### config.mk
export PLATFORM = sky130hd
export DESIGN_NAME = square_root
export DESIGN_NICKNAME = d
export VERILOG_FILES = /design/src/rtl/square_root_pkg.sv /design/src/rtl/sqrt_step.sv /design/src/rtl/square_root.sv
export SDC_FILE = /design/constraint.sdc
export NUM_CORES = 1
export LEC_CHECK = 0
export ABC_AREA = 1
export CAP_MARGIN = 25
export CELL_PAD_IN_SITES_DETAIL_PLACEMENT = 0
export CELL_PAD_IN_SITES_GLOBAL_PLACEMENT = 2
export CORE_MARGIN = 5
export CORE_UTILIZATION = 35
export DETAILED_ROUTE_END_ITERATION = 10
export GPL_TIMING_DRIVEN = 0
export PLACE_DENSITY = 0.91
export SYNTH_ARGS = -nofsm -noshare
export SYNTH_HDL_FRONTEND = slang
export SYNTH_HIERARCHICAL = 1
export SYNTH_SLANG_ARGS = --single-unit
### constraint.sdc
create_clock -name clk -period 3.1 [get_ports clk]
set_clock_uncertainty 0.05 [all_clocks]
set_input_delay 0.465 -clock clk [delete_from_list [all_inputs] [get_ports clk]]
set_output_delay 0.465 -clock clk [all_outputs]
set_load 0.02 [all_outputs]
### src/rtl/square_root_pkg.sv
// ---------------------------------------------------------------------------
// square_root_pkg : shared types and constants for the square-root unit
// Rev 1.0
// ---------------------------------------------------------------------------
`default_nettype none

package square_root_pkg;

  localparam int SQRT_WIDTH_DEF = 8;
  localparam int SQRT_CNT_W     = $clog2(SQRT_WIDTH_DEF);

  typedef enum logic [0:0] {
    IDLE = 1'b0,
    CALC = 1'b1
  } sqrt_state_e;

endpackage : square_root_pkg

`default_nettype wire

### src/rtl/sqrt_step.sv
// ---------------------------------------------------------------------------
// sqrt_step : one restoring digit-by-digit square-root iteration
// Rev 1.0
// ---------------------------------------------------------------------------
`default_nettype none

module sqrt_step
  import square_root_pkg::*;
#(
  parameter int WIDTH = SQRT_WIDTH_DEF
) (
  input  logic [WIDTH+1:0] rem_i,
  input  logic [WIDTH-1:0] root_i,
  input  logic [1:0]       bits_i,
  output logic [WIDTH+1:0] rem_o,
  output logic             bit_o
);

  // Compared at full width so no remainder bits are silently dropped.
  logic [WIDTH+3:0] w_shifted;
  logic [WIDTH+3:0] w_trial;

  always_comb begin
    w_shifted = {rem_i, bits_i};
    w_trial   = {2'b00, root_i, 2'b01};
    if (w_shifted >= w_trial) begin
      bit_o = 1'b1;
      rem_o = (WIDTH+2)'(w_shifted - w_trial);
    end else begin
      bit_o = 1'b0;
      rem_o = (WIDTH+2)'(w_shifted);
    end
  end

endmodule : sqrt_step

`default_nettype wire

### src/rtl/square_root.sv
// ---------------------------------------------------------------------------
// square_root : sequential Q(W/2).(W/2) square root, Q = floor(sqrt(A<<W))
// Rev 1.0
// ---------------------------------------------------------------------------
`default_nettype none

module square_root
  import square_root_pkg::*;
#(
  parameter int WIDTH = SQRT_WIDTH_DEF
) (
  input  logic             clk,
  input  logic             rst_,
  input  logic             start,
  input  logic [WIDTH-1:0] A,
  output logic [WIDTH-1:0] Q,
  output logic             busy,
  output logic             done
);

  localparam int CNT_W = $clog2(WIDTH);

  sqrt_state_e          state_q,   state_d;
  logic [CNT_W-1:0]     counter_q, counter_d;
  logic [2*WIDTH-1:0]   rad_q,     rad_d;
  logic [WIDTH+1:0]     rem_q,     rem_d;
  logic [WIDTH-1:0]     root_q,    root_d;
  logic [WIDTH-1:0]     q_q,       q_d;
  logic                 busy_q,    busy_d;
  logic                 done_q,    done_d;

  logic [WIDTH+1:0]     step_rem;
  logic                 step_bit;

  sqrt_step #(
    .WIDTH (WIDTH)
  ) u_step (
    .rem_i  (rem_q),
    .root_i (root_q),
    .bits_i (rad_q[2*WIDTH-1 -: 2]),
    .rem_o  (step_rem),
    .bit_o  (step_bit)
  );

  always_comb begin
    state_d   = state_q;
    counter_d = counter_q;
    rad_d     = rad_q;
    rem_d     = rem_q;
    root_d    = root_q;
    q_d       = q_q;
    busy_d    = busy_q;
    done_d    = 1'b0;

    case (state_q)
      IDLE: begin
        if (start) begin
          state_d   = CALC;
          rad_d     = {A, {WIDTH{1'b0}}};
          rem_d     = '0;
          root_d    = '0;
          counter_d = CNT_W'(WIDTH - 1);
          busy_d    = 1'b1;
        end
      end
      CALC: begin
        rad_d     = {rad_q[2*WIDTH-3:0], 2'b00};
        rem_d     = step_rem;
        root_d    = {root_q[WIDTH-2:0], step_bit};
        counter_d = counter_q - 1'b1;
        // Last step: publish the root directly from the step output.
        if (counter_q == '0) begin
          q_d     = {root_q[WIDTH-2:0], step_bit};
          done_d  = 1'b1;
          busy_d  = 1'b0;
          state_d = IDLE;
        end
      end
      default: state_d = IDLE;
    endcase
  end

  always_ff @(posedge clk) begin
    if (!rst_) begin
      state_q   <= IDLE;
      counter_q <= '0;
      rad_q     <= '0;
      rem_q     <= '0;
      root_q    <= '0;
      q_q       <= '0;
      busy_q    <= 1'b0;
      done_q    <= 1'b0;
    end else begin
      state_q   <= state_d;
      counter_q <= counter_d;
      rad_q     <= rad_d;
      rem_q     <= rem_d;
      root_q    <= root_d;
      q_q       <= q_d;
      busy_q    <= busy_d;
      done_q    <= done_d;
    end
  end

  assign Q    = q_q;
  assign busy = busy_q;
  assign done = done_q;

endmodule : square_root

`default_nettype wire

[Yosys cells after proc, flatten, opt, wreduce, memory -nomap -nowiden]
Cells that the tools add are included.
Word-level totals
  register bits: 48
  bits in latches: 0
  bits in writable memories: 0
  ROM bits: 0
  input port bits: 11
  output and inout port bits: 10
  memories kept: 0
Operators by class
  add/sub/neg operators: 2
  $mul: 0
  div/mod/pow operators: 0
  magnitude comparators: 1
  eq/ne operators: 2
  shifts and indexed selects: 0
  multiplexer cells: 17
  bitwise operators: 1
  reduce and logical (&&, ||, !) cells: 4
Operators with widths (number)
  $pmux W16 S2: 1
  $mux W10: 2
  $pmux W10 S2: 1
  $mux W16: 1
  $pmux W8 S2: 1
  $ge A12 B10 Y1: 1
  $sub A10 B10 Y10: 1
  $mux W8: 1
  $mux W1: 6
  $pmux W3 S2: 1
  $reduce_and A2 Y1: 3
  $pmux W1 S2: 2
  $logic_not A3 Y1: 1
  $mux W3: 1
  $sub A3 B1 Y3 const B: 1
  $ne A2 B1 Y1 const B: 1
  $ne A2 B2 Y1 const B: 1
  $not A1 Y1: 1

[Depth between registers and ports, before layout]
  word-level depth: 3
  mapped depth: 13

[Modules after synthesis]
Netlist, hierarchy kept.
Modules (own cells, without submodules)
  square_root: times used 1, cells an instance 201, area each 1619.1 um^2, sequential area each 800.8 um^2
  sqrt_step: times used 1, cells an instance 139, area each 825.8 um^2, sequential area each 0.0 um^2

[Least setup slack after synthesis]
Ideal clock, no wire load.
  kind: register to register
  from: register root_q[1]
  to: register rem_q[2]
  setup time: 70 ps
  arrival time: 1666 ps
  setup slack: 1315 ps
  cell stages (with the launch flop): 11
  buffers on the path: 1
  period minus slack after synthesis: 1785 ps
  path through: dfxtp_1 -> inv_1 -> ha_1 -> a21oi_2 -> o21ai_4 -> nand2_4 -> nand4_4 -> buf_12 -> o21ai_2 -> nand2_1 -> a21oi_1
On the way
  longest elaborated chain between the ends: 3
Ends and longest elaborated chain
  from (decl): line square_root.sv:27  | logic [WIDTH-1:0] root_q, root_d;
  from (signal assigned): line square_root.sv:98  | root_q <= root_d;
  $ge A12 B10 Y1: line sqrt_step.sv:26  | if (w_shifted >= w_trial) begin
  $mux W10: line sqrt_step.sv:26
  net step_rem[2]: line square_root.sv:32  | logic [WIDTH+1:0] step_rem;
  $pmux W10 S2: line square_root.sv:55  | case (state_q)
  to (signal assigned): line square_root.sv:97  | rem_q <= rem_d;
  to (decl): line square_root.sv:26  | logic [WIDTH+1:0] rem_q, rem_d;
The timed path passes the listed nets, and every way through them passes these cells.
A chain may end at the register's enable or synchronous reset.

[Worst setup path after layout]
  from: register root_q[3]
  to: register rem_q[9]
On the way
  longest elaborated chain between the ends: 3
  elaborated cells between the ends (all ways): 4
  those cells by class: 1 x add/sub; 1 x order compare; 2 x mux
Ends and longest elaborated chain (line)
  $sub A10 B10 Y10 / $ge A12 B10 Y1 (equally long branches): sqrt_step.sv:28, sqrt_step.sv:26
  $mux W10 (*): sqrt_step.sv:26
  net step_rem[9]: square_root.sv:32
  $pmux W10 S2 (*): square_root.sv:55
Mark *: on every way through the listed nets, which the timed path passes. The rest lies on a longest branch.

==> run_results.csv <==
group,metric,value,unit
setup_path,critPathRequiredTime,3290,ps
sta,setup_viol,0,
cts,clk_pin_slew,80,ps
sta,final-hold-violation-count,0,
placed_design,portBuffers,18,
sta,rsz0062_at_grt,"false",
sta,finalCriticalPeriod,2130,ps
power,p_int,1.52,mW
drt,vias_per_cell,4.54,
drt,firstDrtPassIters,4,
synthesis,syn_avg_cell_area,7.19,um^2
setup_path,crit_path_cell_trace,"inv_1 > ha_1 > nand2_1 > nor2_2 > nand3_4 > nand4_4 > buf_12 > nand3_2 > nand2_1 > nand2_1 > a21oi_2",
drt,dr_total_vias,2098,
synthesis,yosys.cell_types.count,29,
setup_path,worstSetupPathType,"flop to flop",
cts,cts_resized,0,
sta,worst_pin_slew,472,ps
synthesis,yosys_warnings,6,
floorplanning,die_w,93.6,um
drt,ant_nets,0,
power,comb_power_share,0.662,
setup_path,worstPathArrival,2320,ps
placed_design,place_hpwl,4.26,mm
setup_path,end_kind,"flop",
synthesis,ys_seq_elements,40,
cts,clock_latency,290,ps
sta,setup_tns,0,ps
finish,final_area,2840,um^2
floorplanning,die-height,93.6,um
setup_path,crit_path_frequent_cell,"nand2_1",
power,leakage,1.27,nW
sta,max_slew_margin,0.685,
synthesis,netlist_instances,340,
sta,max_freq,469,MHz
power,power_density,1050,nW/um^2
power,power_frac_seq,0.218,
synthesis,netlist_area,2440,um^2
sta,maxSlewViolCount,0,
global_routing,grt_max_degree,12,
finish,n_antenna_cell,0,
synthesis,synth_top_area_frac,0.328,
outcome,outcome,"completed",
synthesis,yosysSeqAreaShare,0.328,
floorplanning,pin_count,21,
setup_path,worst-path-max-fanout,11,
finish,nets,388,
power,power_frac_clock,0.120,
floorplanning,dieArea,8760,um^2
floorplanning,initial_core_util,0.360,
global_routing,grt-ovfl-total,0,
cts,htreeDepth,2,
global_routing,grt_usage,0.139,
placed_design,place_area,2750,um^2
power,ir_worst_vdd,0.478,mV
power,switching_power,1.46,mW
setup_path,crit_slowest_cell,"dfxtp_1",
placed_design,routabilityCongestion,0.840,
worst_hold_path,hold_depth,3,
floorplanning,core,6790,um^2
global_routing,first_global_vias,2099,
setup_path,reg2regPathDepth,11,
global_routing,grt_pass1_wl,9.85,mm
drt,first_iter_violations,60,
cts,clock-sinks,40,
synthesis,yosysTopAreaCell,"dfxtp_1",
finish,drive_gt1_frac,0.172,
run,cap_viol_max_count,0,
floorplanning,rows,30,
sta,finalCritPeriodShare,0.688,
drt,remaining_drc_errors,0,
cts,hold_buffers,0,
cts,cts_buffer_depth,2,
setup_path,critPathLaunchType,"flop",
power,p_sw_frac,0.490,
cts,cts_buffers,5,
global_routing,antenna_found_initial,0,
finish,area_growth,16.0,%
drt,wl_per_cell,12.0,um
cts,cts_root_buf,"clkbuf_8",
worst_hold_path,hold_class,"input pin to flop",
cts,cts_tree,"yes",
synthesis,synthTopCellsByArea,"dfxtp_1 (33%), nand2_1 (17%), inv_1 (6.6%)",
drt,drt-total-wl,5.52,mm
cts,cts_setup_buffers,0,
setup_path,max_stage_delay,420,ps
synthesis,syn_nets,363,
-- cells in the final DEF (no fill, tap or decap) --
master / Yosys / final
nand2_1: 112 / 112
inv_1: 43 / 43
dfxtp_1: 40 / 40
nand3_1: 31 / 31
clkdlybuf4s50_1: 0 / 18
a21oi_1: 16 / 16
nand2_2: 15 / 15
ha_1: 12 / 12
a21oi_2: 11 / 11
nor2_1: 10 / 10
nand4_1: 7 / 7
clkbuf_8: 0 / 6
nand3_2: 5 / 5
buf_6: 4 / 4
nor2_4: 4 / 4
buf_2: 4 / 4
nand3b_1: 4 / 4
nor2_2: 3 / 3
clkbuf_1: 1 / 3
o21ai_0: 3 / 3
o21ai_2: 3 / 3
buf_12: 2 / 2
xor2_1: 2 / 2
buf_4: 1 / 1
inv_2: 1 / 1
o21ai_4: 1 / 1
nand2_4: 1 / 1
nand3_4: 1 / 1
nand4_4: 1 / 1
a21boi_1: 1 / 1
xnor2_1: 1 / 1
-- state kept, by name (all words and copies together) (netlist names) --
signal	cells
rem_q	10
counter_q	3
state_q	1
done	1
rad_q	8
busy	1
Q	8
root_q	8
-- path summary, 6_finish.rpt --
kind                          start                   endpoint  slack (ps)
max          root_q[3]$_SDFFE_PN0P_      rem_q[9]$_SDFFE_PN0P_         970
min                            rst_  counter_q[1]$_SDFFE_PN0P_         410
max reg2reg  root_q[3]$_SDFFE_PN0P_      rem_q[9]$_SDFFE_PN0P_         970
min reg2reg  root_q[7]$_SDFFE_PN0P_     root_q[7]$_SDFFE_PN0P_         410
-- kinds of logic after synthesis --
family	count (synthesis)	synth area share
AO/OA/AOI/OAI	35	0.0988
XOR/XNOR	3	0.0107
adder cells (fa/ha/maj)	12	0.0614
buffers and inverters	56	0.115
flip-flops	40	0.328
AND/OR/NAND/NOR	194	0.386
-- power groups by stage --
stage                     Combinational [mW]  Sequential, mW  Clock, mW
after floorplan                         1.59           0.650          0
after CTS                               1.99           0.648      0.369
after global placement                  1.99           0.659          0
final                                   1.97           0.648      0.357
after global routing                    2.23           0.658      0.390
after detailed placement                1.99           0.659          0
-- synth_stat cells (all sizes together) --
cell type  number
a21boi          1
a21oi          27
buf            11
clkbuf          1
dfxtp          40
ha             12
inv            44
nand2         128
nand3          37
nand3b          4
nand4           8
nor2           17
o21ai           7
xnor2           1
xor2            2
-- cell type report --
cell class              count  area (um^2)
flip-flops and latches     40          801
fillers                   735         3960
repair buffers             18          180
clock buffers               8         90.1
well taps                  96          120
inverters                  44          165
multi-input cells         244         1360
plain buffers              12          116
-- through the flow --
| stage | utilization | worst slack [ps] | total power [mW] | cells | hold slack, ps |
|---|---|---|---|---|---|
| 2_1_floorplan | - | 1310 | 2.24 | 340 | 389 |
| 3_3_place_gp | 0.404 | 999 | 2.64 | 454 | 401 |
| 3_5_place_dp | 0.404 | 989 | 2.64 | 454 | 404 |
| 4_1_cts | 0.417 | 974 | 3.01 | 462 | 410 |
| 5_1_grt | 0.417 | 763 | 3.28 | 462 | 434 |
| 6_report | 0.417 | 967 | 2.97 | 462 | 413 |
-- critical path: cells and delay by family (launching register included) --
| family | cells | cell delay [ps] |
|---|---|---|
| AOI/OAI and AO/OA | 1 | 120 |
| adders and majority gates | 1 | 360 |
| buffers and inverters | 2 | 250 |
| DFF | 1 | 420 |
| and+or+nand+nor | 7 | 880 |
-- routing by layer --
metal  GRT usage  routed length (um)
met1       0.182                2850
met2       0.233                2470
met3      0.0282                 143
met4      0.0361                  60
met5           0                   0
No activity file was read; power rests on OpenSTA's default activity.
